<file path="config.mk">
export PLATFORM = sky130hd
export DESIGN_NAME = attack_sched
export DESIGN_NICKNAME = d
export VERILOG_FILES = /design/src/rtl/attack_sched_pkg.sv /design/src/rtl/attack_sched_rr_arb2.sv /design/src/rtl/attack_sched.sv
export SDC_FILE = /design/constraint.sdc
export NUM_CORES = 1
export LEC_CHECK = 0
export CAP_MARGIN = 20
export CORE_UTILIZATION = 50
export DETAILED_ROUTE_END_ITERATION = 12
export GPL_ROUTABILITY_DRIVEN = 1
export HOLD_SLACK_MARGIN = 0.08
export PLACE_DENSITY = 0.83
export SYNTH_ARGS = -nofsm -noshare
export SYNTH_HDL_FRONTEND = slang
export SYNTH_SLANG_ARGS = --single-unit
</file>
<file path="constraint.sdc">
create_clock -name clk -period 3.1 [get_ports clk]
set_clock_uncertainty 0.05 [all_clocks]
set_input_delay 0.31 -clock clk [delete_from_list [all_inputs] [get_ports clk]]
set_output_delay 0.31 -clock clk [all_outputs]
set_load 0.005 [all_outputs]
</file>
<file path="src/rtl/attack_sched_pkg.sv">
// Shared game definitions: attack FSM states, player indices, damage values.
// Latency: none (definitions only).
// Backpressure: none (definitions only).
package attack_sched_pkg;

  typedef enum logic [2:0] {
    S_IDLE = 3'd0,
    S_FIRE = 3'd1,
    S_WAIT = 3'd2,
    S_COOL = 3'd3,
    S_OVER = 3'd4
  } state_t;

  localparam logic P_SNOW = 1'b0;
  localparam logic P_FIRE = 1'b1;

  localparam logic [3:0] DMG_BASE = 4'd1;
  localparam logic [3:0] DMG_EVO  = 4'd2;

  // Hit-point subtraction that stops at zero instead of wrapping.
  function automatic logic [3:0] sat_sub(input logic [3:0] a, input logic [3:0] b);
    return (a > b) ? (a - b) : 4'd0;
  endfunction

endpackage

</file>
<file path="src/rtl/attack_sched_rr_arb2.sv">
// Two-way round-robin arbiter; pointer moves to the loser after every grant.
// Latency: combinational grant, pointer updates on the granting clock edge.
// Backpressure: grants only while i_en is high; no request is stored.
module rr_arb2
  import attack_sched_pkg::*;
(
  input  logic       clk,
  input  logic       clr_n,
  input  logic [1:0] i_req,
  input  logic       i_en,
  output logic [1:0] o_gnt
);

  // Index of the player granted most recently; 1 after reset so player 0 wins a tie.
  logic       r_last;
  logic [1:0] w_gnt;

  // Single requester wins outright; a tie goes to the player not served last.
  always_comb begin
    w_gnt = 2'b00;
    if (i_en) begin
      case (i_req)
        2'b01:   w_gnt = 2'b01;
        2'b10:   w_gnt = 2'b10;
        2'b11:   w_gnt = (r_last == P_FIRE) ? 2'b01 : 2'b10;
        default: w_gnt = 2'b00;
      endcase
    end
  end

  // Remember who was served so the next tie flips.
  always_ff @(posedge clk or negedge clr_n) begin
    if (!clr_n) begin
      r_last <= P_FIRE;
    end else if (|w_gnt) begin
      r_last <= w_gnt[1];
    end
  end

  assign o_gnt = w_gnt;

endmodule

</file>
<file path="src/rtl/attack_sched.sv">
// Two-player attack scheduler sharing one projectile engine, with hit points and cooldown.
// Latency: gnt in the request cycle when idle, start one cycle later, COOLDOWN idle cycles after each landing.
// Backpressure: requests are level-sampled only in IDLE; requests in other states are dropped, not queued.
module attack_sched
  import attack_sched_pkg::*;
#(
  parameter int unsigned COOLDOWN = 16,
  parameter int unsigned HP_INIT  = 8
) (
  input  logic       clk,
  input  logic       clr_n,
  input  logic [1:0] req,
  input  logic [1:0] evolved,
  input  logic       eng_done,
  output logic [1:0] gnt,
  output logic       start,
  output logic       who,
  output logic [3:0] hp0,
  output logic [3:0] hp1,
  output logic       game_over,
  output logic       winner
);

  localparam logic [15:0] CNT_LOAD = 16'(COOLDOWN - 1);
  localparam logic [3:0]  HP_RST   = 4'(HP_INIT);

  state_t      r_state;
  logic        r_start;
  logic        r_who;
  logic        r_str;
  logic [3:0]  r_hp0;
  logic [3:0]  r_hp1;
  logic        r_over;
  logic        r_winner;
  logic [15:0] r_cnt;

  logic        w_arb_en;
  logic [1:0]  w_gnt;
  logic [3:0]  w_dmg;
  logic [3:0]  w_opp_hp;
  logic [3:0]  w_new_hp;

  // Grants are only possible in IDLE; gating with clr_n keeps gnt low the instant reset falls.
  assign w_arb_en = (r_state == S_IDLE) && clr_n;

  rr_arb2 u_arb (
    .clk   (clk),
    .clr_n (clr_n),
    .i_req (req),
    .i_en  (w_arb_en),
    .o_gnt (w_gnt)
  );

  // Damage of the shot in flight, applied to the shooter's opponent.
  assign w_dmg    = r_str ? DMG_EVO : DMG_BASE;
  assign w_opp_hp = (r_who == P_FIRE) ? r_hp0 : r_hp1;
  assign w_new_hp = sat_sub(w_opp_hp, w_dmg);

  // Attack FSM: grant, launch, wait for landing, apply damage, cool down or end the game.
  always_ff @(posedge clk or negedge clr_n) begin
    if (!clr_n) begin
      r_state  <= S_IDLE;
      r_start  <= 1'b0;
      r_who    <= P_SNOW;
      r_str    <= 1'b0;
      r_hp0    <= HP_RST;
      r_hp1    <= HP_RST;
      r_over   <= 1'b0;
      r_winner <= 1'b0;
      r_cnt    <= 16'd0;
    end else begin
      r_start <= 1'b0;
      case (r_state)
        S_IDLE: begin
          if (|w_gnt) begin
            r_who   <= w_gnt[1];
            r_start <= 1'b1;
            r_state <= S_FIRE;
          end
        end
        S_FIRE: begin
          // Strength is frozen here so later evolution does not alter the shot.
          r_str   <= evolved[r_who];
          r_state <= S_WAIT;
        end
        S_WAIT: begin
          if (eng_done) begin
            if (r_who == P_FIRE) begin
              r_hp0 <= w_new_hp;
            end else begin
              r_hp1 <= w_new_hp;
            end
            if (w_new_hp == 4'd0) begin
              r_over   <= 1'b1;
              r_winner <= r_who;
              r_state  <= S_OVER;
            end else begin
              r_cnt   <= CNT_LOAD;
              r_state <= S_COOL;
            end
          end
        end
        S_COOL: begin
          if (r_cnt == 16'd0) begin
            r_state <= S_IDLE;
          end else begin
            r_cnt <= r_cnt - 16'd1;
          end
        end
        S_OVER: begin
          r_state <= S_OVER;
        end
        default: begin
          r_state <= S_IDLE;
        end
      endcase
    end
  end

  assign gnt       = w_gnt;
  assign start     = r_start;
  assign who       = r_who;
  assign hp0       = r_hp0;
  assign hp1       = r_hp1;
  assign game_over = r_over;
  assign winner    = r_winner;

endmodule

</file>
==> results.cfg, run 1 <==
[status]
status = finished clean

[logic_synthesis]
yosysWarningCount = 0
netlist_area_mm2 = 0.001951
yosys_register_bits = 33
synth_edf_count = 0
ys.flop_type = dfrtp_1
syn_inst = 197
ys_seq_area_share_pct = 42.53
syn_nets = 208
synthDistinctLibCells = 57
async_flop_share_pct = 100.0
avgSynthCellArea_um2 = 9.902

[drt]
drtAntennaViolNets = 0
drt-initial-drc-count = 166
wl_per_cell_um = 14.63
route.met3.wl_um = 129
vias = 1526
top_layer = met4
drt-vias-per-instance = 5.631
drt-met1-wl_mm = 1.873
dr.pass1.iters = 4
wl_met2_mm = 1.918
drc_errors = 0
finalWirelength_mm = 3.966

[clock_network]
worstSkewPairLatency_ns = 0.29
clk_pin_slew_ns = 0.07
cts_setup_buffers = 0
clock-sinks = 33
cts_tree = done
cts_hold_buf = 0
numCtsBuffers = 5
clock_path_buffers = 2
cts_root_buffer = clkbuf_8
ctsResizeCount = 0
htree_levels = 2

[floorplanning]
num_io_pins = 21
num_rows = 22
die_h_um = 64.46
core_mm2 = 0.003689
start_util_pct = 52.88
die_w_um = 64.46
dieArea_mm2 = 0.004155

[global_route]
antenna_found_initial = 0
grt_first_pass_wirelength_mm = 6.741
grt_pass1_vias = 1436
grt_max_degree = 34
grt-ovfl-total = 0
grt_usage_pct = 21.70

[critical_path]
reg2regPathDepth = 9
critPathArrivalTime_ns = 2.99
worst-endpoint-required_ns = 3.21
worstSetupStartpoint = who
r2r-end = winner
r2r_setup_slack_ns = 0.23
r2r-start = who
cp-end-kind = register
worst-setup-path-type = reg -> reg
crit_path_max_fanout = 9
cp-start-kind = register
endpoint = winner

[finish]
diodes = 0
seqCellArea_um2 = 830.8
design_area_mm2 = 0.002318
nFillCells = 322
syn_to_final_growth_pct = 18.86
multi_input_area_mm2 = 0.001062
drive_gt1_share_pct = 14.35
final_nets = 233

[timing]
fin_crit_sh_pct = 92.63
rsz0062_at_grt = no
hold_viol = 0
slew_headroom_pct = 68.25
drv_slew = 0
setup_violations = 0
period_minus_slack_ns = 2.871
worst_slew_pin_slew_ns = 0.4763
fmax_ghz = 0.3483
tns_ns = 0

[pwr]
irDropWorstVdd_v = 0.0003299
clkPwrFrac_pct = 47.0
p_total_w = 0.0008887
switching_share_pct = 19.99
seqPwrFrac_pct = 48.9
p_per_area_mw_per_mm2 = 383.3
switching_power_w = 0.0001777
p_int_w = 0.0007110
p_comb_share_pct = 4.1
leakagePower_nw = 0.9018

[worst_hold_path]
hold_path_class = in -> async

[placed_design]
dp_hpwl_mm = 2.870
placed_area_mm2 = 0.002197
portBuffers = 20
place_congestion = 0.8914

[run]
cap_violations = 0
==> worst max-delay path, stage by stage (launching register included) <==
cell and delay (ns):
dfrtp_2 0.45, mux2i_1 0.25, ha_1 0.19, inv_1 0.05, fa_1 0.49, a21boi_0 0.21
and2_4 0.20, o32ai_4 0.35, nand3_2 0.15, mux2_1 0.34
==> how the worst min path moves through the flow <==
stage	end	start	slack (ns)
2_1_floorplan	game_over	clr_n	-0.04
3_3_place_gp	game_over	game_over	0.42
3_5_place_dp	game_over	game_over	0.41
4_1_cts	game_over	game_over	0.43
5_1_grt	game_over	clr_n	0.47
6_report	hp1[2]	clr_n	0.44
==> cell usage in the layout, fill, tap and decap left out, drive strengths merged, types with 3 or more instances in the layout <==
cell,count
inv,7
clkbuf,7
or2,3
o41ai,3
xor2,10
nor2,21
dfstp,3
buf,3
mux2,5
o21ai,10
nor4,3
nand2,19
ha,3
a21oi,9
clkdlybuf4s50,20
nand4,3
mux2i,3
nand3,8
dfrtp,30
nand2b,9
nor3,10
==> cell type report <==
| class | count | share of cell area (%) |
|---|---|---|
| Clock inverter | 1 | 1.295 |
| Sequential cell | 33 | 35.83 |
| Multi-Input combinational cell | 152 | 45.82 |
| Inverter | 7 | 1.133 |
| Timing Repair Buffer | 23 | 9.606 |
| Tap cell | 48 | 2.590 |
| Clock buffer | 7 | 3.724 |
==> cells by family (layout without fill, tap and decap cells) <==
| kind of cell | after synthesis | in the layout | synth area share (%) |
|---|---|---|---|
| flip-flops | 33 | 33 | 42.53 |
| AND/OR/NAND/NOR | 90 | 90 | 27.01 |
| XOR/XNOR | 12 | 12 | 5.388 |
| buffers and inverters | 12 | 38 | 3.207 |
| adder cells (fa/ha/maj) | 4 | 4 | 2.951 |
| AO/OA/AOI/OAI | 38 | 38 | 14.30 |
| multiplexers | 8 | 8 | 4.618 |
==> registers in the layout, summed over array words and instances, names as in the netlist <==
name          count
game_over         1
hp1               4
hp0               4
who               1
u_arb.r_last      1
winner            1
start             1
r_str             1
r_cnt            16
r_state           3
==> power groups by stage <==
| stage | combinational, W | sequential [W] | clock, W |
|---|---|---|---|
| 4_1_cts | 0.0000370 | 0.000435 | 0.000424 |
| 6_report | 0.0000365 | 0.000435 | 0.000417 |
| 2_1_floorplan | 0.0000158 | 0.000442 | 0 |
| 5_1_grt | 0.0000404 | 0.000435 | 0.000448 |
| 3_5_place_dp | 0.0000364 | 0.000443 | 0 |
| 3_3_place_gp | 0.0000363 | 0.000442 | 0 |
==> metal layers <==
layer / up-vias / global-route usage [%]
met3: 5 / 5.810
li1: 763 / -
met5: - / 0
met2: 27 / 35.26
met1: 731 / 27.74
met4: 0 / 7.778
==> cell usage after synthesis, types with 6 or more instances <==
library cell	n	area share, %
dfrtp_1	30	38
nand2_1	19	3.7
nor2_1	19	3.7
xor2_1	10	4.5
nand2b_1	9	2.9
o21ai_0	9	2.3
a21oi_1	8	2.1
inv_1	7	1.3
nand3_1	7	1.8
nor3_1	6	1.5
==> per-stage QoR <==
step           instances  worst slack, ns  hold WS, ns  utilization [%]
4_1_cts              271           0.1468       0.4331            62.72
2_1_floorplan        197           0.1035     -0.03559                -
3_5_place_dp         263           0.1569       0.4137            59.57
3_3_place_gp         263           0.3420       0.4150            59.57
5_1_grt              271          0.07021       0.4667            62.86
6_report             271           0.2285       0.4377            62.86
Power figures use the tool's default switching activity.
==> inputs of run 2 (changes only) <==
--- a/config.mk
+++ b/config.mk
@@ -10,6 +10,7 @@
 export DETAILED_ROUTE_END_ITERATION = 12
 export GPL_ROUTABILITY_DRIVEN = 1
 export HOLD_SLACK_MARGIN = 0.08
+export MAX_ROUTING_LAYER = met4
 export PLACE_DENSITY = 0.83
 export SYNTH_ARGS = -nofsm -noshare
 export SYNTH_HDL_FRONTEND = slang
==> run 2 against run 1 <==
  * Final cell count is the same
  * Core utilization shrank 0.95 points
  * First-iteration DRC count shrank 31%
  * Count of clock-buffer cells in the layout shrank 1
  * Register-to-register slack lost 0.03 ns
  * Total power shrank 12%
  * Critical endpoint unchanged
  * Largest power group unchanged
  * Highest routed layer unchanged
==> results.cfg, run 2 (synthesis results as in run 1) <==
[pwr]
leakagePower_nw = 0.8896
irDropWorstVdd_v = 0.0002885
p_per_area_mw_per_mm2 = 342.0

[critical_path]
cp-end-kind = register
critPathArrivalTime_ns = 3.02
worst-endpoint-required_ns = 3.21
slowest_delay_ns = 0.50
cp-start-kind = register
worstPathCellList = mux2i_1 > ha_1 > inv_1 > fa_1 > a21boi_0 > and2_4 > o32ai_4 > nand3_2 > mux2_1
worst-setup-path-type = reg -> reg
cp_slowest_cell = dfrtp_1
crit_path_max_fanout = 9

[drt]
drt-initial-drc-count = 114
wl_per_cell_um = 14.10
drtAntennaViolNets = 0
vias = 1550
finalWirelength_mm = 3.820
dr.pass1.iters = 4
drt-vias-per-instance = 5.720
drc_errors = 0

[floorplanning]
dieArea_mm2 = 0.004155
core_mm2 = 0.003689
die_w_um = 64.46
num_io_pins = 21
start_util_pct = 52.88
die_h_um = 64.46
num_rows = 22

[timing]
drv_slew = 0
fmax_ghz = 0.3441
whs_ns = 0.4352
worst_slew_pin_slew_ns = 0.4356
fin_ws_ns = 0.1940
fin_crit_sh_pct = 93.74
setup_violations = 0
hold_viol = 0
slew_headroom_pct = 70.69
period_minus_slack_ns = 2.906
rsz0062_at_grt = no
tns_ns = 0

[placed_design]
place_ws_ns = 0.2020
dp_hpwl_mm = 2.799
place_congestion = 0.9054
placed_area_mm2 = 0.002197
portBuffers = 20

[status]
status = finished clean

[clock_network]
cts_tree = done
clk_pin_slew_ns = 0.07
htree_levels = 2
clock_path_buffers = 2
clock-sinks = 33
cts_setup_buffers = 0
cts_root_buffer = clkbuf_8
numCtsBuffers = 5
worstSkewPairLatency_ns = 0.28

[global_route]
grt_max_degree = 34
use_met1_pct = 28.80
antenna_found_initial = 0
grt_use_met3_pct = 3.873
grt-ovfl-total = 0
top_usage_layer = met2
met2_usage_pct = 32.11
grt_pass1_vias = 1443
grt_usage_pct = 21.44
grt_first_pass_wirelength_mm = 6.582

[finish]
mostFrequentLayoutCells = 30 x dfrtp_1, 20 x clkdlybuf4s50_1, 19 x nand2_1, 19 x nor2_1, 10 x xor2_1
top_register = r_cnt
design_area_mm2 = 0.002283
diodes = 0
multi_input_area_mm2 = 0.001062
nFillCells = 343
final_nets = 233
final_common_cell = dfrtp_1
drive_gt1_share_pct = 13.90
largest_reg_flops = 16
post-route-util_pct = 61.91
syn_to_final_growth_pct = 17.06
seqCellArea_um2 = 829.5

[run]
cap_violations = 0

[worst_hold_path]
hold_path_class = in -> async
==> run 2: cell count changes in the layout (fill, tap and decap cells not counted) <==
| cell | previous run | this run |
|---|---|---|
| clkinv_2 | 0 | 2 |
| bufinv_16 | 1 | 0 |
| clkbuf_8 | 6 | 5 |
| dfrtp_1 | 29 | 30 |
| dfrtp_2 | 1 | 0 |
==> run 2: critical path, delay by kind of cell, from the launching register on <==
kind / cells / cell delay, ns
fa+ha+maj: 2 / 0.68
mux: 2 / 0.58
compound gates: 2 / 0.57
flops: 1 / 0.50
simple gates: 2 / 0.36
buf+inv: 1 / 0.05
==> run 2: through the flow <==
step | total power (W) | std cells
finish | 0.0007809 | 271
global route | 0.0008084 | 271
CTS | 0.0007876 | 271
detailed placement | 0.0004790 | 263
global placement | 0.0004788 | 263
floorplan | 0.0004574 | 197
==> run 2: final cells by class <==
type	instances	share of cell area (%)
multi-input combinational	152	46.52
sequential	33	36.33
timing repair buffer	23	9.753
clock buffer	6	3.178
tap	48	2.630
inverter	7	1.151
clock inverter	2	0.4384
==> run 2: layer usage <==
| layer | part of all wire [%] | up-vias |
|---|---|---|
| met5 | 0 | - |
| met4 | 1.3 | 0 |
| met3 | 3.3 | 5 |
| met2 | 47 | 29 |
| met1 | 49 | 757 |
| li1 | - | 759 |
==> run 2: worst paths after layout <==
kind	slack [ns]	to	depth (start not counted)	start
hold reg to reg	0.44	game_over	1	game_over
setup / recovery	0.19	winner	9	who
hold / removal	0.44	winner	2	clr_n
setup reg to reg	0.19	winner	9	who
min in group clk	0.44	game_over	1	game_over
max in group asynchronous	2.22	u_arb.r_last	2	clr_n
==> run 2: where the power goes <==
part / leakage [nW] / switching, W / total, W / internal (W)
logic: 0.479 / 0.0000199 / 0.0000362 / 0.0000163
registers: 0.366 / 0.00000223 / 0.000435 / 0.000433
clock network: 0.0450 / 0.000154 / 0.000310 / 0.000155
==> run 2: what timing repair did <==
action                     in CTS  in global routing
hold buffers                    0                  0
resized for setup               0                  1
setup endpoints to repair       0                  1
==> inputs of run 3 (changes only) <==
--- a/config.mk
+++ b/config.mk
@@ -6,12 +6,12 @@
 export NUM_CORES = 1
 export LEC_CHECK = 0
 export CAP_MARGIN = 20
-export CORE_UTILIZATION = 50
+export CORE_UTILIZATION = 35
 export DETAILED_ROUTE_END_ITERATION = 12
 export GPL_ROUTABILITY_DRIVEN = 1
 export HOLD_SLACK_MARGIN = 0.08
 export MAX_ROUTING_LAYER = met4
-export PLACE_DENSITY = 0.83
+export PLACE_DENSITY = 0.64
 export SYNTH_ARGS = -nofsm -noshare
 export SYNTH_HDL_FRONTEND = slang
 export SYNTH_SLANG_ARGS = --single-unit
==> run 3 against run 2 <==
  * Count of clock-buffer cells in the layout is 1 higher
  * Setup slack better by 0.035 ns
  * Clock power about the same
  * First-iteration DRC count is 58% lower
  * Non-clock buffer count up 1
  * Fmax grew 1.2%
  * Total power rose by 0.34%
  * Design area up 1.3%
  * Largest cell class unchanged
==> results.cfg, run 3 (synthesis results as in run 1) <==
[clock_network]
numCtsBuffers = 5
ctsResizeCount = 0
cts_setup_buffers = 0
clk_pin_slew_ns = 0.07
cts_root_buffer = clkbuf_8
clock-sinks = 33
cts_hold_buf = 0
worstSkewPairLatency_ns = 0.29
htree_levels = 2
cts_tree = done
clock_path_buffers = 2

[finish]
final_nets = 234
nFillCells = 510
diodes = 0
mostFrequentLayoutCells = 30 x dfrtp_1, 20 x clkdlybuf4s50_1, 19 x nand2_1, 19 x nor2_1, 10 x xor2_1
design_area_mm2 = 0.002313
stdcell_count = 294
top_register = r_cnt
final_common_cell = dfrtp_1
syn_to_final_growth_pct = 18.60
largest_reg_flops = 16
drive_gt1_share_pct = 13.39

[global_route]
grt_first_pass_wirelength_mm = 7.044
antenna_found_initial = 0
grt_usage_pct = 15.61
grt_pass1_vias = 1469
grt_max_degree = 34
grt-ovfl-total = 0

[run]
cap_violations = 0

[pwr]
switching_share_pct = 22.61
p_int_w = 0.0006063
clkPwrFrac_pct = 39.9
p_comb_share_pct = 4.6
seqPwrFrac_pct = 55.5
p_per_area_mw_per_mm2 = 338.7
switching_power_w = 0.0001772
leakagePower_nw = 0.8900
irDropWorstVdd_v = 0.0001823

[floorplanning]
core_mm2 = 0.005238
dieArea_mm2 = 0.005876
num_rows = 26
num_io_pins = 21
start_util_pct = 37.24
die_w_um = 76.66
die_h_um = 76.66

[critical_path]
cp_slowest_cell = dfrtp_1
reg2regPathDepth = 9
r2r_setup_slack_ns = 0.23
cp-end-kind = register
worst-setup-path-type = reg -> reg
worst-endpoint-required_ns = 3.22
critPathArrivalTime_ns = 2.99
worstPathCellList = mux2i_1 > ha_1 > inv_1 > fa_1 > a21boi_0 > and2_4 > o32ai_4 > nand3_2 > mux2_1
crit_path_max_fanout = 9
r2r-end = winner
slowest_delay_ns = 0.50
cp-start-kind = register
r2r-start = who

[worst_hold_path]
hold_start = game_over
holdPathStages = 1
hold_end = game_over
hold_path_class = reg -> reg

[timing]
setup_violations = 0
fin_crit_sh_pct = 92.60
slew_headroom_pct = 70.61
worst_slew_pin_slew_ns = 0.4409
period_minus_slack_ns = 2.871
rsz0062_at_grt = no
tns_ns = 0
hold_viol = 0
drv_slew = 0
fmax_ghz = 0.3484

[drt]
wl_met2_mm = 1.696
drt-initial-drc-count = 48
dr.pass1.iters = 6
drt-vias-per-instance = 5.014
finalWirelength_mm = 3.924
vias = 1474
drtAntennaViolNets = 0
top_layer = met4
route.met3.wl_um = 110
wl_per_cell_um = 13.35
drc_errors = 0
drt-met1-wl_mm = 2.049

[placed_design]
place_inst = 286
place_congestion = 0.8259
placed_area_mm2 = 0.002232
portBuffers = 20
dp_hpwl_mm = 2.841

[status]
status = finished clean
==> run 3: changes by cell type in the layout (fill, tap and decap cells not counted) <==
cell / before / now
a21oi_1: 7 / 8
a21oi_2: 1 / 0
buf_4: 3 / 4
clkbuf_1: 1 / 2
clkinv_2: 2 / 1
==> run 3: cell type report <==
type | count | area, um2 | share of cell area [%]
repair buffers | 24 | 230.2 | 9.951
clock buffers | 7 | 76.32 | 3.299
inverters | 7 | 26.28 | 1.136
flip-flops and latches | 33 | 829.5 | 35.86
well taps | 70 | 87.58 | 3.786
multi-input cells | 152 | 1059 | 45.75
clock inverters | 1 | 5.005 | 0.2163
==> run 3: power by group through the flow <==
stage / combinational (W) / clock, W / sequential [W]
floorplan: 0.0000158 / 0 / 0.000442
global placement: 0.0000369 / 0 / 0.000442
detailed placement: 0.0000371 / 0 / 0.000443
CTS: 0.0000372 / 0.000321 / 0.000435
global route: 0.0000408 / 0.000346 / 0.000435
finish: 0.0000361 / 0.000313 / 0.000435
==> run 3: worst max path at each step <==
stage | from | end | slack, ns | depth (start not counted)
6_report | who | winner | 0.23 | 9
4_1_cts | who | r_cnt[1] | 0.23 | 9
3_3_place_gp | who | r_cnt[6] | 0.29 | 11
3_5_place_dp | who | r_cnt[1] | 0.25 | 9
2_1_floorplan | who | winner | 0.10 | 10
5_1_grt | who | r_cnt[7] | 0.02 | 11
==> run 3: routing by layer <==
metal / track usage, % / vias to the layer above
li1: - / 759
met1: 20.92 / 686
met2: 22.52 / 21
met3: 3.929 / 8
met4: 6.154 / 0
met5: - / -
==> run 3: stage by stage <==
step | total power (W) | hold WS (ns) | utilization [%] | worst slack [ns]
floorplan | 0.0004574 | -0.03559 | - | 0.1035
global placement | 0.0004794 | 0.4223 | 42.62 | 0.2883
detailed placement | 0.0004797 | 0.4337 | 42.62 | 0.2513
CTS | 0.0007927 | 0.4520 | 44.17 | 0.2304
global route | 0.0008215 | 0.4853 | 44.17 | 0.01945
finish | 0.0007835 | 0.4437 | 44.17 | 0.2295
==> run 3: critical path, delay by kind of cell, from the launching register on <==
kind | cells | cell delay (ns)
buffers and inverters | 1 | 0.05
adders and majority gates | 2 | 0.68
and+or+nand+nor | 2 | 0.36
AOI/OAI and AO/OA | 2 | 0.56
muxes | 2 | 0.56
DFF | 1 | 0.50
